## src/rtl/uart_frame_if.sv

```systemverilog
// Byte strobe input and frame results between the UART receiver,
// the frame parser and its register/response consumers.
interface uart_frame_if;
  logic [7:0] uart_data;
  logic       uart_done;
  logic [7:0] rev_data0;
  logic [7:0] rev_data1;
  logic [7:0] rev_data2;
  logic [7:0] rev_data3;
  logic [7:0] rev_data4;
  logic [7:0] rev_data5;
  logic [7:0] rev_data6;
  logic [7:0] rev_data7;
  logic [7:0] rev_data8;
  logic [7:0] rev_data9;
  logic [7:0] rev_data10;
  logic       pack_done;
  logic       recv_done;
  logic       pack_ing;
  logic [7:0] pack_cnt;
  logic [7:0] response_data;
  logic [7:0] pack_num;

  modport master (
    output uart_data, uart_done,
    input  rev_data0, rev_data1, rev_data2, rev_data3,
    input  rev_data4, rev_data5, rev_data6, rev_data7,
    input  rev_data8, rev_data9, rev_data10,
    input  pack_done, recv_done, pack_ing,
    input  pack_cnt, response_data, pack_num
  );

  modport slave (
    input  uart_data, uart_done,
    output rev_data0, rev_data1, rev_data2, rev_data3,
    output rev_data4, rev_data5, rev_data6, rev_data7,
    output rev_data8, rev_data9, rev_data10,
    output pack_done, recv_done, pack_ing,
    output pack_cnt, response_data, pack_num
  );
endinterface

```

## src/rtl/uart_frame_parser.sv

```systemverilog
// 13-byte UART frame parser: header, CRC-8 (0x07) and inter-byte
// timeout checks; commits registers only on good frames.
module uart_frame_parser #(
  parameter logic [7:0] HEADER      = 8'hA5,
  parameter int         TIMEOUT_CYC = 50000,
  parameter logic [7:0] RESP_OK     = 8'h80
) (
  input logic         sys_clk,
  input logic         sys_rst,
  uart_frame_if.slave bus
);

  localparam int TW = $clog2(TIMEOUT_CYC);
  localparam logic [7:0] RESP_CRC = 8'hE1;
  localparam logic [7:0] RESP_TO  = 8'hE2;

  typedef enum logic [1:0] {
    IDLE,
    RECV,
    CHECK
  } state_t;

  state_t          state;
  state_t          state_nx;
  logic [TW-1:0]   tcnt;
  logic [7:0]      crc;
  logic [7:0]      crc_nx;
  logic            crc_ok;
  logic [7:0]      shadow [11];
  logic [3:0]      slot;
  logic            tout;
  logic            last;
  logic            hdr;

  function automatic logic [7:0] crc8(
    input logic [7:0] c,
    input logic [7:0] d
  );
    logic [7:0] r;
    r = c ^ d;
    for (int i = 0; i < 8; i++)
      r = r[7] ? ((r << 1) ^ 8'h07) : (r << 1);
    return r;
  endfunction

  assign crc_nx = crc8(crc, bus.uart_data);
  assign slot   = 4'(bus.pack_num - 8'd1);
  assign tout   = (tcnt == TW'(TIMEOUT_CYC - 1));
  assign last   = (bus.pack_num == 8'd12);
  assign hdr    = bus.uart_done && (bus.uart_data == HEADER);

  assign bus.pack_ing = (state != IDLE);

  always_ff @(posedge sys_clk or posedge sys_rst) begin
    if (sys_rst) state <= IDLE;
    else         state <= state_nx;
  end

  always_comb begin
    state_nx = state;
    unique case (state)
      IDLE:  if (hdr) state_nx = RECV;
      RECV: begin
        if (bus.uart_done && last) state_nx = CHECK;
        else if (!bus.uart_done && tout) state_nx = IDLE;
      end
      CHECK: state_nx = IDLE;
      default: state_nx = IDLE;
    endcase
  end

  always_ff @(posedge sys_clk or posedge sys_rst) begin
    if (sys_rst) begin
      tcnt              <= '0;
      crc               <= '0;
      crc_ok            <= 1'b0;
      for (int i = 0; i < 11; i++)
        shadow[i] <= '0;
      bus.rev_data0     <= '0;
      bus.rev_data1     <= '0;
      bus.rev_data2     <= '0;
      bus.rev_data3     <= '0;
      bus.rev_data4     <= '0;
      bus.rev_data5     <= '0;
      bus.rev_data6     <= '0;
      bus.rev_data7     <= '0;
      bus.rev_data8     <= '0;
      bus.rev_data9     <= '0;
      bus.rev_data10    <= '0;
      bus.pack_done     <= 1'b0;
      bus.recv_done     <= 1'b0;
      bus.pack_cnt      <= '0;
      bus.response_data <= '0;
      bus.pack_num      <= '0;
    end else begin
      bus.pack_done <= 1'b0;
      bus.recv_done <= 1'b0;
      unique case (state)
        IDLE: begin
          tcnt <= '0;
          if (hdr) begin
            crc          <= '0;
            bus.pack_num <= 8'd1;
          end
        end
        RECV: begin
          if (bus.uart_done) begin
            tcnt         <= '0;
            bus.pack_num <= bus.pack_num + 8'd1;
            if (last) begin
              crc_ok <= (bus.uart_data == crc);
            end else begin
              shadow[slot] <= bus.uart_data;
              crc          <= crc_nx;
            end
          end else if (tout) begin
            // Abandon the frame; the shadow buffer is simply never copied.
            tcnt              <= '0;
            bus.pack_num      <= '0;
            bus.response_data <= RESP_TO;
            bus.recv_done     <= 1'b1;
          end else if (tcnt != '1) begin
            tcnt <= tcnt + 1'b1;
          end
        end
        CHECK: begin
          bus.pack_num  <= '0;
          bus.recv_done <= 1'b1;
          if (crc_ok) begin
            bus.rev_data0     <= shadow[0];
            bus.rev_data1     <= shadow[1];
            bus.rev_data2     <= shadow[2];
            bus.rev_data3     <= shadow[3];
            bus.rev_data4     <= shadow[4];
            bus.rev_data5     <= shadow[5];
            bus.rev_data6     <= shadow[6];
            bus.rev_data7     <= shadow[7];
            bus.rev_data8     <= shadow[8];
            bus.rev_data9     <= shadow[9];
            bus.rev_data10    <= shadow[10];
            bus.response_data <= RESP_OK;
            bus.pack_cnt      <= bus.pack_cnt + 8'd1;
            bus.pack_done     <= 1'b1;
          end else begin
            bus.response_data <= RESP_CRC;
          end
        end
        default: tcnt <= '0;
      endcase
    end
  end

endmodule

```

## src/flat_wrapper.sv

```systemverilog
// flat-port wrapper written by rule: the top's interface ports become plain ports
module uart_frame_parser_flat 
#(
  parameter logic [7:0] HEADER      = 8'hA5,
  parameter int         TIMEOUT_CYC = 50000,
  parameter logic [7:0] RESP_OK     = 8'h80
)
  (sys_clk, sys_rst, bus_uart_data, bus_uart_done, bus_rev_data0, bus_rev_data1, bus_rev_data2, bus_rev_data3, bus_rev_data4, bus_rev_data5, bus_rev_data6, bus_rev_data7, bus_rev_data8, bus_rev_data9, bus_rev_data10, bus_pack_done, bus_recv_done, bus_pack_ing, bus_pack_cnt, bus_response_data, bus_pack_num);
  uart_frame_if bus_i ();
  input logic sys_clk;
  input logic sys_rst;
  input wire logic [$bits(bus_i.uart_data)-1:0] bus_uart_data;
  input wire logic [$bits(bus_i.uart_done)-1:0] bus_uart_done;
  output wire logic [$bits(bus_i.rev_data0)-1:0] bus_rev_data0;
  output wire logic [$bits(bus_i.rev_data1)-1:0] bus_rev_data1;
  output wire logic [$bits(bus_i.rev_data2)-1:0] bus_rev_data2;
  output wire logic [$bits(bus_i.rev_data3)-1:0] bus_rev_data3;
  output wire logic [$bits(bus_i.rev_data4)-1:0] bus_rev_data4;
  output wire logic [$bits(bus_i.rev_data5)-1:0] bus_rev_data5;
  output wire logic [$bits(bus_i.rev_data6)-1:0] bus_rev_data6;
  output wire logic [$bits(bus_i.rev_data7)-1:0] bus_rev_data7;
  output wire logic [$bits(bus_i.rev_data8)-1:0] bus_rev_data8;
  output wire logic [$bits(bus_i.rev_data9)-1:0] bus_rev_data9;
  output wire logic [$bits(bus_i.rev_data10)-1:0] bus_rev_data10;
  output wire logic [$bits(bus_i.pack_done)-1:0] bus_pack_done;
  output wire logic [$bits(bus_i.recv_done)-1:0] bus_recv_done;
  output wire logic [$bits(bus_i.pack_ing)-1:0] bus_pack_ing;
  output wire logic [$bits(bus_i.pack_cnt)-1:0] bus_pack_cnt;
  output wire logic [$bits(bus_i.response_data)-1:0] bus_response_data;
  output wire logic [$bits(bus_i.pack_num)-1:0] bus_pack_num;
  assign bus_i.uart_data = bus_uart_data;
  assign bus_i.uart_done = bus_uart_done;
  assign bus_rev_data0 = bus_i.rev_data0;
  assign bus_rev_data1 = bus_i.rev_data1;
  assign bus_rev_data2 = bus_i.rev_data2;
  assign bus_rev_data3 = bus_i.rev_data3;
  assign bus_rev_data4 = bus_i.rev_data4;
  assign bus_rev_data5 = bus_i.rev_data5;
  assign bus_rev_data6 = bus_i.rev_data6;
  assign bus_rev_data7 = bus_i.rev_data7;
  assign bus_rev_data8 = bus_i.rev_data8;
  assign bus_rev_data9 = bus_i.rev_data9;
  assign bus_rev_data10 = bus_i.rev_data10;
  assign bus_pack_done = bus_i.pack_done;
  assign bus_recv_done = bus_i.recv_done;
  assign bus_pack_ing = bus_i.pack_ing;
  assign bus_pack_cnt = bus_i.pack_cnt;
  assign bus_response_data = bus_i.response_data;
  assign bus_pack_num = bus_i.pack_num;
  uart_frame_parser #(.HEADER(HEADER), .TIMEOUT_CYC(TIMEOUT_CYC), .RESP_OK(RESP_OK)) u_core (.sys_clk(sys_clk), .sys_rst(sys_rst), .bus(bus_i));
endmodule
```

## config.mk

```make
export PLATFORM = sky130hd
export DESIGN_NAME = uart_frame_parser_flat
export DESIGN_NICKNAME = d
export VERILOG_FILES = /design/src/rtl/uart_frame_if.sv /design/src/rtl/uart_frame_parser.sv /design/src/flat_wrapper.sv
export SDC_FILE = /design/constraint.sdc
export NUM_CORES = 1
export LEC_CHECK = 0
export ABC_AREA = 0
export CAP_MARGIN = 20
export CORE_MARGIN = 2
export CORE_UTILIZATION = 50
export DETAILED_ROUTE_END_ITERATION = 16
export PLACE_DENSITY = 0.76
export SLEW_MARGIN = 20
export SYNTH_ARGS = -nofsm -noshare
export SYNTH_HDL_FRONTEND = slang
export SYNTH_SLANG_ARGS = --single-unit
export TNS_END_PERCENT = 20
```

## constraint.sdc

```tcl
create_clock -name sys_clk -period 7.3 [get_ports sys_clk]
set_input_delay 1.46 -clock sys_clk [delete_from_list [all_inputs] [get_ports sys_clk]]
set_output_delay 1.46 -clock sys_clk [all_outputs]
set_load 0.01 [all_outputs]
```

-- Word-level counts from Yosys, hierarchy flattened
Index checks and enable logic that the tools add are counted.
- bitwise gates (word level): 12
- eq/ne operators: 15
- order comparisons: 2
- reductions and logical operators: 18
- $add $sub $neg: 4
- multiplexer cells: 36
- operators with widths (cell ; count):
    $bwmux 88 ; 1
    $mux 8 ; 9
    $mux 16 ; 3
    $demux 8 s4 ; 1
    $pmux 16 s2 ; 1
    $pmux 8 s2 ; 2
    $mux 3 ; 8
    $not 3->3 ; 8
    $pmux 8 s3 ; 1
    $add 16x1->16 const B ; 1
    $add 8x1->8 const B ; 2
    $eq 16x16->1 const B ; 1
    $ne 16x16->1 const B ; 1
    $reduce_and 3->1 ; 4
    $eq 8x4->1 const B ; 1
    $eq 8x8->1 ; 1
    $eq 8x8->1 const B ; 1
    $xor 8x8->8 ; 1
    $mux 7 ; 1
    $mux 2 ; 3
    $ne 2x2->1 const B ; 3
    $reduce_and 2->1 ; 3
    $reduce_bool 2->1 ; 3
    $ge 5x5->1 const B ; 1
    18 further kinds ; 26
- bits in registers: 229
- logic and storage cells: 118

-- Longest topological paths before layout
Gate-level depths: netlist (run 1).
- depth after elaboration: 20
- mapped depth: 9
- gate-level depth less buffers: 8

-- Least setup slack after synthesis (run 1)
OpenSTA, ideal clock, no wires.
- path kind: in2reg
- from: input bus_uart_data[4]
- to: register u_core.bus.pack_num[6]
- data required time: 7.190 ns
- library setup time: 0.110 ns
- setup slack: 4.201 ns
- arrival time: 2.989 ns
- buffers on the path: 1
- stages: 5
- path through: or2_2 o41a_1 or3_1 clkbuf_1 o41ai_1
- longest elaborated chain between the ends: 4
- RTL lines (what ; RTL line ; text):
    start, declared ; flat_wrapper.sv:12 ; input wire logic [$bits(bus_i.uart_data)-1:0] bus_uart_data;
    $eq 8x8->1 ; uart_frame_parser.sv:50 ; assign hdr = bus.uart_done && (bus.uart_data == HEADER);
    $logic_and 1x1->1 ; uart_frame_parser.sv:50 ;
    $ne 2x1->1 (no source line) ; n/a ;
    $reduce_and 3->1 (no source line) ; n/a ;
    end signal, assigned ; uart_frame_parser.sv:109 ; bus.pack_num <= bus.pack_num + 8'd1;
    end, declared ; uart_frame_if.sv:39 ; output pack_cnt, response_data, pack_num
Every way passes these cells.
A chain may end at the register's enable or synchronous reset.

-- Final worst setup path (run 1)
- from: input bus_uart_data[3]
- to: register u_core.crc[0]
- longest elaborated chain between the ends: 4
- RTL lines (what ; RTL line ; text):
    $eq 8x8->1 ; uart_frame_parser.sv:50 ;
    $logic_and 1x1->1 ; uart_frame_parser.sv:50 ;
    $ne 2x1->1 (no source line) ; n/a ;
    $reduce_and 4->1 (no source line) ; n/a ;
    end signal, assigned ; uart_frame_parser.sv:114 ; crc <= crc_nx;
    end, declared ; uart_frame_parser.sv:26 ; logic [7:0] crc;
Every way passes these cells.

==> results of run 1 <==
## cell usage in the layout (no fill, tap or decap), types with 5 or more instances in the layout
cell type                           n
sky130_fd_sc_hd__nand2_1          292
sky130_fd_sc_hd__dfrtp_1          225
sky130_fd_sc_hd__clkdlybuf4s50_1  122
sky130_fd_sc_hd__mux2_2            90
sky130_fd_sc_hd__xnor2_1           33
sky130_fd_sc_hd__nor2_1            24
sky130_fd_sc_hd__clkbuf_16         24
sky130_fd_sc_hd__inv_1             18
sky130_fd_sc_hd__ha_1              14
sky130_fd_sc_hd__o21ai_0           12
sky130_fd_sc_hd__nand3_1           12
sky130_fd_sc_hd__o21ai_1           11
sky130_fd_sc_hd__and3_1             8
sky130_fd_sc_hd__or3_1              8
sky130_fd_sc_hd__a21oi_1            8
sky130_fd_sc_hd__nand4_1            7
sky130_fd_sc_hd__clkinv_2           7
sky130_fd_sc_hd__nor3_1             6
sky130_fd_sc_hd__xor2_1             6
sky130_fd_sc_hd__a31oi_1            5
## metal layers
metal | GRT usage [%] | vias up | routed length [um]
met2 | 33.8 | 171 | 9690
met4 | 4.74 | 0 | 310
met5 | 0 | - | 0
met3 | 3.14 | 25 | 1100
li1 | - | 3106 | -
met1 | 30.6 | 3321 | 9740
## sequential cells by signal (all words and copies together) (netlist names), 4 cells and up
| signal | count |
|---|---|
| u_core.bus.rev_data10 | 8 |
| u_core.bus.rev_data8 | 8 |
| u_core.shadow | 88 |
| u_core.crc | 8 |
| u_core.bus.response_data | 4 |
| u_core.bus.rev_data6 | 8 |
| u_core.bus.rev_data5 | 8 |
| u_core.tcnt | 16 |
| u_core.bus.rev_data9 | 8 |
| u_core.bus.rev_data1 | 8 |
| u_core.bus.pack_cnt | 8 |
| u_core.bus.rev_data7 | 8 |
| u_core.bus.rev_data0 | 8 |
| u_core.bus.pack_num | 8 |
| u_core.bus.rev_data2 | 8 |
| u_core.bus.rev_data4 | 8 |
| u_core.bus.rev_data3 | 8 |
## cell usage after synthesis, drive strengths merged (2+ instances only)
cell type / n / area share [%]
nand3: 12 / 0.64
clkbuf: 37 / 1.5
o22ai: 4 / 0.27
inv: 20 / 0.80
o31ai: 2 / 0.16
nand4: 7 / 0.46
or2: 3 / 0.20
a31oi: 5 / 0.33
nor3: 6 / 0.32
ha: 14 / 1.9
nand2: 293 / 12
nand2b: 4 / 0.27
a2111oi: 4 / 0.37
a211oi: 4 / 0.32
xor2: 6 / 0.56
o21ai: 23 / 1.2
xnor2: 33 / 3.1
or3: 8 / 0.53
o41ai: 2 / 0.19
or4: 2 / 0.16
and3: 8 / 0.53
dfrtp: 225 / 60
nor2: 24 / 0.96
o41a: 2 / 0.24
nor4: 4 / 0.27
buf: 10 / 0.70
o21a: 3 / 0.24
mux2: 90 / 11
a21oi: 8 / 0.42
nor2b: 2 / 0.13
## stage by stage
stage / util (%) / power (W)
2_1_floorplan: - / 0.00197
3_3_place_gp: 58.2 / 0.00209
3_5_place_dp: 58.2 / 0.00211
4_1_cts: 62.6 / 0.00336
5_1_grt: 62.6 / 0.00350
6_report: 62.6 / 0.00333
## critical path: stages
cell	delay (ns)
sky130_fd_sc_hd__clkdlybuf4s50_1	0.82
sky130_fd_sc_hd__or2_2	0.50
sky130_fd_sc_hd__o41ai_1	0.69
sky130_fd_sc_hd__o21ai_1	0.42
sky130_fd_sc_hd__a31oi_1	0.25
sky130_fd_sc_hd__o21ai_0	0.11
## cells by family (layout without fill, tap and decap cells)
| logic type | Yosys count | in the layout |
|---|---|---|
| simple gates | 378 | 378 |
| fa+ha+maj | 14 | 14 |
| mux | 91 | 91 |
| buf+inv | 67 | 190 |
| compound gates | 61 | 61 |
| other cells | 1 | 3 |
| xor+xnor | 40 | 40 |
| flops | 225 | 225 |
## where the power goes
| group | switching (W) | total (W) | internal, W |
|---|---|---|---|
| Sequential | 0.000116 | 0.00155 | 0.00143 |
| Clock | 0.000489 | 0.00124 | 0.000754 |
| Combinational | 0.000266 | 0.000543 | 0.000277 |
| Total | 0.000872 | 0.00333 | 0.00246 |
## how the worst min path moves through the flow
stage,from,end,slack [ns],depth (start not counted)
2_1_floorplan,u_core.shadow[80],u_core.bus.rev_data0[0],0.43,2
3_3_place_gp,u_core.shadow[62],u_core.bus.rev_data3[6],0.44,2
4_1_cts,u_core.shadow[75],u_core.bus.rev_data1[3],0.46,2
5_1_grt,u_core.shadow[39],u_core.bus.rev_data6[7],0.48,2
3_5_place_dp,u_core.shadow[68],u_core.bus.rev_data2[4],0.45,2
6_report,u_core.shadow[1],u_core.bus.rev_data10[1],0.46,2
## cell type report
type | instances | area share [%]
clock buffers | 30 | 5.70
clock inverters | 13 | 1.42
inverters | 20 | 0.677
multi-input cells | 587 | 30.4
flip-flops and latches | 225 | 48.4
well taps | 234 | 2.52
repair buffers | 127 | 10.9
==> results.md, run 1 <==
Drt:
- The first-pass iteration count of the detailed router is 7.
- The first routing iteration left 459 violations.
- The total wire length is 20800 um.
- In this run the remaining antenna-violating nets after routing total 0.
- The number of vias in the routed layout is 6623.
- After detailed routing, the number of vias per cell comes to 5.36.
- After detailed routing, the average wire length per cell comes to 16.9 um.
- The residual DRC count is 0.

Cells and area:
- The multi-input combinational cell area is 3530 um^2.
- The synthesis-to-layout area growth is 23.4%.
- After the flow finishes, the layout carries non-filler instances totaling 1236.
- The ratio of cells with drive above 1 in the final layout is 14.2%.
- The count of inserted antenna diode cells is 0.
- Across the whole layout, storage elements account for 5630 um^2.
- The fill cell total of the finished layout is 1505.
- The net count reported at finish is 1010.
- The final design area excluding fillers is 11600 um^2.

Floorplanning:
- The vertical die dimension is 141 um.
- The total area inside the core boundary comes to 18600 um^2.
- The number of placement rows is 50.
- The total die area is 20000 um^2.
- The overall die width is 141 um.
- The I/O pin total is 126.
- The initial utilization of the core area, before any placement, comes to 50.7%.

Power and ir drop:
- Across the VDD grid, the largest voltage drop is 175 uV.
- The power per standard cell area is 287 nW/um^2.
- The leakage power of the design is 5.64 nW.

Place:
- In this run the tool buffered the top-level ports with 122 buffer cells.
- The placed standard-cell area is 10800 um^2.
- Including well taps, the total number of placed cells is 1193.
- The worst slack at placement is 2.98 ns.
- Detailed placement finished with a half-perimeter wire length of 13300 um.
- Routability-driven placement finished with a final weighted congestion of 0.825.

Global route:
- Entering global routing, the biggest net connects 178 pins.
- The total grt overflow is 0.
- The initial antenna violation count is 0.
- Global routing consumed, over all layers together, 21.0% of the routing resources.
- The number of global-route vias before repair was 6513.
- The first global-routing pass estimated 33800 um of wire.

Timing:
- The clock skew is 0.0145 ns.
- Setup repair after global routing left no endpoint under its margin.
- The number of slew-limit violations in the final report was 0.
- Across all setup checks in the final design, the least slack found is 3.42 ns.
- The number of hold violations in the final report is 0.
- The final hold slack is 0.464 ns.
- The worst slew margin relative to its limit is 34.8%.
- The post-route minimum period is 3.88 ns.
- The total setup violations reported at the end of the flow is 0.
- The achievable frequency is 258 MHz.
- The setup total negative slack is 0 ns.
- The slew at the pin closest to its max-slew limit is 0.978 ns.
- The final period utilization is 53.2%.

Worst setup path:
- The largest fanout on the critical path is 13.
- The critical path ends at u_core.crc[0].
- The critical path is of the input pin to register type.
- The timing startpoint of the critical path is bus_uart_data[3].
- The destination of the worst register-to-register timing path is u_core.bus.rev_data10[7].
- The endpoint type of the worst setup path is a register.
- At the worst endpoint, the required time is 7.68 ns.
- The reg2reg setup slack is 4.09 ns.
- The arrival time of data at the critical path endpoint is 4.26 ns.
- In this run the critical register-to-register path is launched from u_core.state[0].
- The number of cells on the worst reg-to-reg path is 8.
- The type of element launching the critical path is an input pin.

Flow run:
- The number of maximum-capacitance violations is 0.

Clock network:
- The total CTS buffers is 24.
- The post-CTS clock slew at the launch and capture registers of the worst setup and hold paths is 0.06 ns.
- The hold-fix buffer count after cts is 0.
- The post-CTS setup buffer count is 0.
- CTS built an H-tree with a depth of 1.
- The number of buffers on the longest clock path is 3.
- The clock tree root buffer cell is sky130_fd_sc_hd__clkbuf_16.
- The total clock sinks is 225.
- The CTS tree is built.
- The later pin in the worst-skew pair is clocked with a latency of 0.51 ns.
- Post-CTS repair changed the size of 0 cells.

Synthesis:
- The average footprint of a synthesized cell is 10.8 um^2.
- In the synthesized netlist the dominant register cell turns out to be sky130_fd_sc_hd__dfrtp_1.
- The adder and majority cell fraction of the synthesized area is 1.86%.
- After Yosys synthesis, and, or, nand and nor cells account for 16.6% of the synthesized area.
- The dominant combinational cell family by area after synthesis is simple AND/OR/NAND/NOR gates.
- Summing the areas of all xor and xnor instances in the mapped netlist gives 3.86% of the synthesized area.
- The proportion of synthesized flip-flops having asynchronous set or reset is 100%.
- Yosys printed 0 warnings.
- In this run, synthesis produced a sequential element count of 225.
- The compound-cell area share of the yosys netlist is 4.14%.
- The unique cell type count in the Yosys netlist is 45.
- The post-synthesis cell count is 877.
- The number of enable-type register cells in the synthesized netlist is 0.
- The synthesized netlist occupies a cell area of 9430 um^2.
- For this run, the register share of the synthesized area comes to 59.7%.
- The mux contribution to synthesized area is 10.9%.

Run status:
- The run finished with clean final reports.

Worst hold path:
- The class of the tightest hold or removal check is register to register.
No activity file was read; power rests on OpenSTA's default activity.
==> run 2, diff against run 1 <==
Settings changed: CORE_UTILIZATION 50 to 55, PLACE_DENSITY 0.76 to 0.8.
Clock period 7.3 ns to 3.9 ns, I/O delays scaled along.
==> run 2 against run 1 <==
  * Combinational power rose by 92%
  * Cell count fell by 0.40%
  * Final area rose by 0.81%
  * Register-to-register slack got worse by 2.8 ns
  * First-iteration DRC count fell by 3.5%
  * Critical path type unchanged
==> results.md, run 2 (synthesis results as in run 1) <==
Run status:
- The flow ran to the end, and the final reports show no timing, DRC or antenna violations.

Place:
- The estimated wirelength of the detail-placed design is 13400 um (+1.1%).
- The routability congestion estimate came to 0.863 (+4.5%).
- The placed standard-cell area came to 10900 um^2 (+0.65%).
- The count of input and output buffers came to 122 (unchanged).
- The count of placed standard cells including taps was 1189 (-0.34%).

Drt:
- The number of nets with antenna violations after routing is 0 (unchanged).
- The total wire length is 21200 um (+1.6%).
- The number of vias in the routed layout is 6713 (+1.4%).
- The ratio of routed vias to standard cells is 5.45 (+1.8%).
- The first-pass iteration count of the detailed router was 5 (-2).
- The number of DRC markers after the initial detailed-route iteration came to 443 (-3.5%).
- The residual DRC count is 0 (unchanged).
- The detailed-route wire length per cell is 17.2 um (+2.0%).

Cells and area:
- The largest registers in the layout are u_core.shadow (88), u_core.tcnt (16).
- The fill cell total of the finished layout is 1191 (-21%).
- The post-route non-filler standard cell count was 1231 (-0.40%).
- The synthesis-to-layout area growth is 24.4%.
- The flip-flop count of the largest register after layout is 88 (unchanged).
- The utilization of the core after routing is 70.5% (+7.9 points).
- The leading cell type in the layout, fill and taps excluded is sky130_fd_sc_hd__nand2_1.
- The register name with the most flops is u_core.shadow.
- The net count reported at finish was 1019 (+0.89%).
- The ratio of cells with drive above 1 in the final layout is 14.8% (+0.67 points).
- The library cells used most frequently in the layout, excluding fill and tap cells, are 292 x sky130_fd_sc_hd__nand2_1, 225 x sky130_fd_sc_hd__dfrtp_1, 122 x sky130_fd_sc_hd__clkdlybuf4s50_1, 90 x sky130_fd_sc_hd__mux2_2, 33 x sky130_fd_sc_hd__xnor2_1.
- The final design area excluding fillers is 11700 um^2 (+0.81%).
- The count of inserted antenna diode cells was 0 (unchanged).

Clock network:
- The root buffer cell chosen for the clock tree is sky130_fd_sc_hd__clkbuf_16.
- The hold-fix buffer count after cts is 0 (unchanged).
- The CTS tree is built.
- The number of gates resized after CTS is 0 (unchanged).
- The count of H-tree levels built during CTS is 1 (unchanged).
- The total CTS buffers came to 23 (-4.2%).
- The later-pin clock latency in the skew report is 0.51 ns (about the same).
- The post-CTS setup buffer count came to 0 (unchanged).
- The number of buffers on the longest clock path is 3 (unchanged).
- The total clock sinks was 225 (unchanged).
- The post-CTS clock slew at the launch and capture registers of the worst setup and hold paths is 0.06 ns (about the same).

Floorplanning:
- The overall die width came to 135 um (-4.5%).
- The standard cell core area is 16600 um^2 (-10%).
- The I/O pin total was 126 (unchanged).
- The vertical die dimension came to 135 um (-4.5%).
- The number of placement rows came to 47 (-6.0%).
- The total die area is 18200 um^2 (-8.8%).
- The starting utilization of the core area was 56.7% (+5.9 points).

Worst hold path:
- The path class of the tightest hold or removal check is register to register.
- The startpoint of the lowest-slack hold path is u_core.shadow[19].

Timing:
- The worst path needs 2.85 ns of the cycle, external delays included.
- The final period utilization is 73.0%.
- The slew at the pin closest to its max-slew limit is 0.985 ns (+0.00735 ns).
- The number of hold violations in the final report is 0 (unchanged).
- Setup repair after global routing left no endpoint under its margin.
- For this run, the top clock speed supported by timing is 351 MHz.
- The worst slew margin relative to its limit is 34.3% (-0.49 points).
- The total setup violations reported at the end of the flow was 0 (unchanged).
- The clock skew is 0.0130 ns (-0.00150 ns).
- The number of slew-limit violations in the final report was 0 (unchanged).
- The setup total negative slack was 0 ns (unchanged).

Global route:
- The number of global-route vias before repair is 6817 (+4.7%).
- The pin count of the biggest net entering global routing is 91 (-49%).
- The global router's overall resource usage was 24.0% (+3.1 points).
- The first-pass GRT wire length is 35100 um (+3.8%).
- The total grt overflow is 0 (unchanged).
- The initial antenna violation count was 0 (unchanged).

Worst setup path:
- The type of element launching the critical path is an input pin.
- The critical path goes through clkdlybuf4s50_1 -> nand2_1 -> o41ai_1 -> o21ai_1 -> a31oi_1 -> o21ai_0.
- The timing startpoint of the critical path is bus_uart_data[7].
- The category of the critical setup timing path is input pin to register.
- The endpoint type of the worst setup path is a register.
- The arrival time of data at the critical path endpoint is 3.22 ns (-1.04 ns).
- The slowest stage of the critical path is the sky130_fd_sc_hd__clkdlybuf4s50_1 cell.
- The delay of the slowest cell on the worst path is 0.76 ns (-0.06 ns).
- The required arrival time at the worst endpoint is 4.28 ns (-3.40 ns).
- In this run the critical register-to-register path is launched from u_core.state[1].
- The largest fanout on the critical path is 13 (unchanged).
- The reg2reg setup slack is 1.29 ns (-2.80 ns).

Flow run:
- The number of maximum-capacitance violations is 0 (unchanged).

Power and ir drop:
- The sum of internal, switching and leakage power was 0.00637 W (+91%).
- The power per standard cell area is 543 nW/um^2 (+90%).
- The largest vdd supply drop is 416 uV (+140%).
- The leakage power of the design came to 5.70 nW (+1.0%).
## run 2: layer usage
| layer | wire, um | global-route usage, % | vias up |
|---|---|---|---|
| li1 | - | - | 3129 |
| met1 | 9110 | 33.7 | 3344 |
| met2 | 10500 | 40.8 | 204 |
| met3 | 1150 | 2.78 | 36 |
| met4 | 406 | 5.79 | 0 |
| met5 | 0 | 0 | - |
## run 2: through the flow
stage | hold WS, ns | setup slack [ns]
final | 0.458 | 1.05
after global routing | 0.486 | 0.785
after CTS | 0.459 | 1.09
after detailed placement | 0.446 | 0.572
after global placement | 0.442 | 0.792
after floorplan | 0.433 | 0.182
## run 2: report_power, final
part           switching (W)  internal [W]  leakage, nW
logic               0.000514      0.000529         2.23
registers           0.000212       0.00268         3.06
clock network       0.000894       0.00154        0.414
## run 2: critical path: cells and delay by family
kind,cells,cell delay [ns]
compound gates,4,1.52
buf+inv,1,0.76
simple gates,1,0.15
## run 2: final timing paths
path                                            to  cells past startpoint
hold / removal             u_core.bus.rev_data8[3]                      2
setup reg to reg                  u_core.shadow[2]                      7
min in group asynchronous  u_core.bus.rev_data9[7]                      2
max in group asynchronous   u_core.bus.pack_cnt[3]                      3
setup / recovery                     u_core.crc[0]                      6
hold reg to reg            u_core.bus.rev_data8[3]                      2
## run 2: cell type report
| type | count | area, um^2 | share of cell area (%) |
|---|---|---|---|
| Multi-Input combinational cell | 587 | 3530 | 30.1 |
| Tap cell | 220 | 275 | 2.35 |
| Sequential cell | 225 | 5630 | 48.0 |
| Clock buffer | 29 | 628 | 5.36 |
| Inverter | 20 | 78.8 | 0.672 |
| Clock inverter | 13 | 224 | 1.91 |
| Timing Repair Buffer | 137 | 1360 | 11.6 |
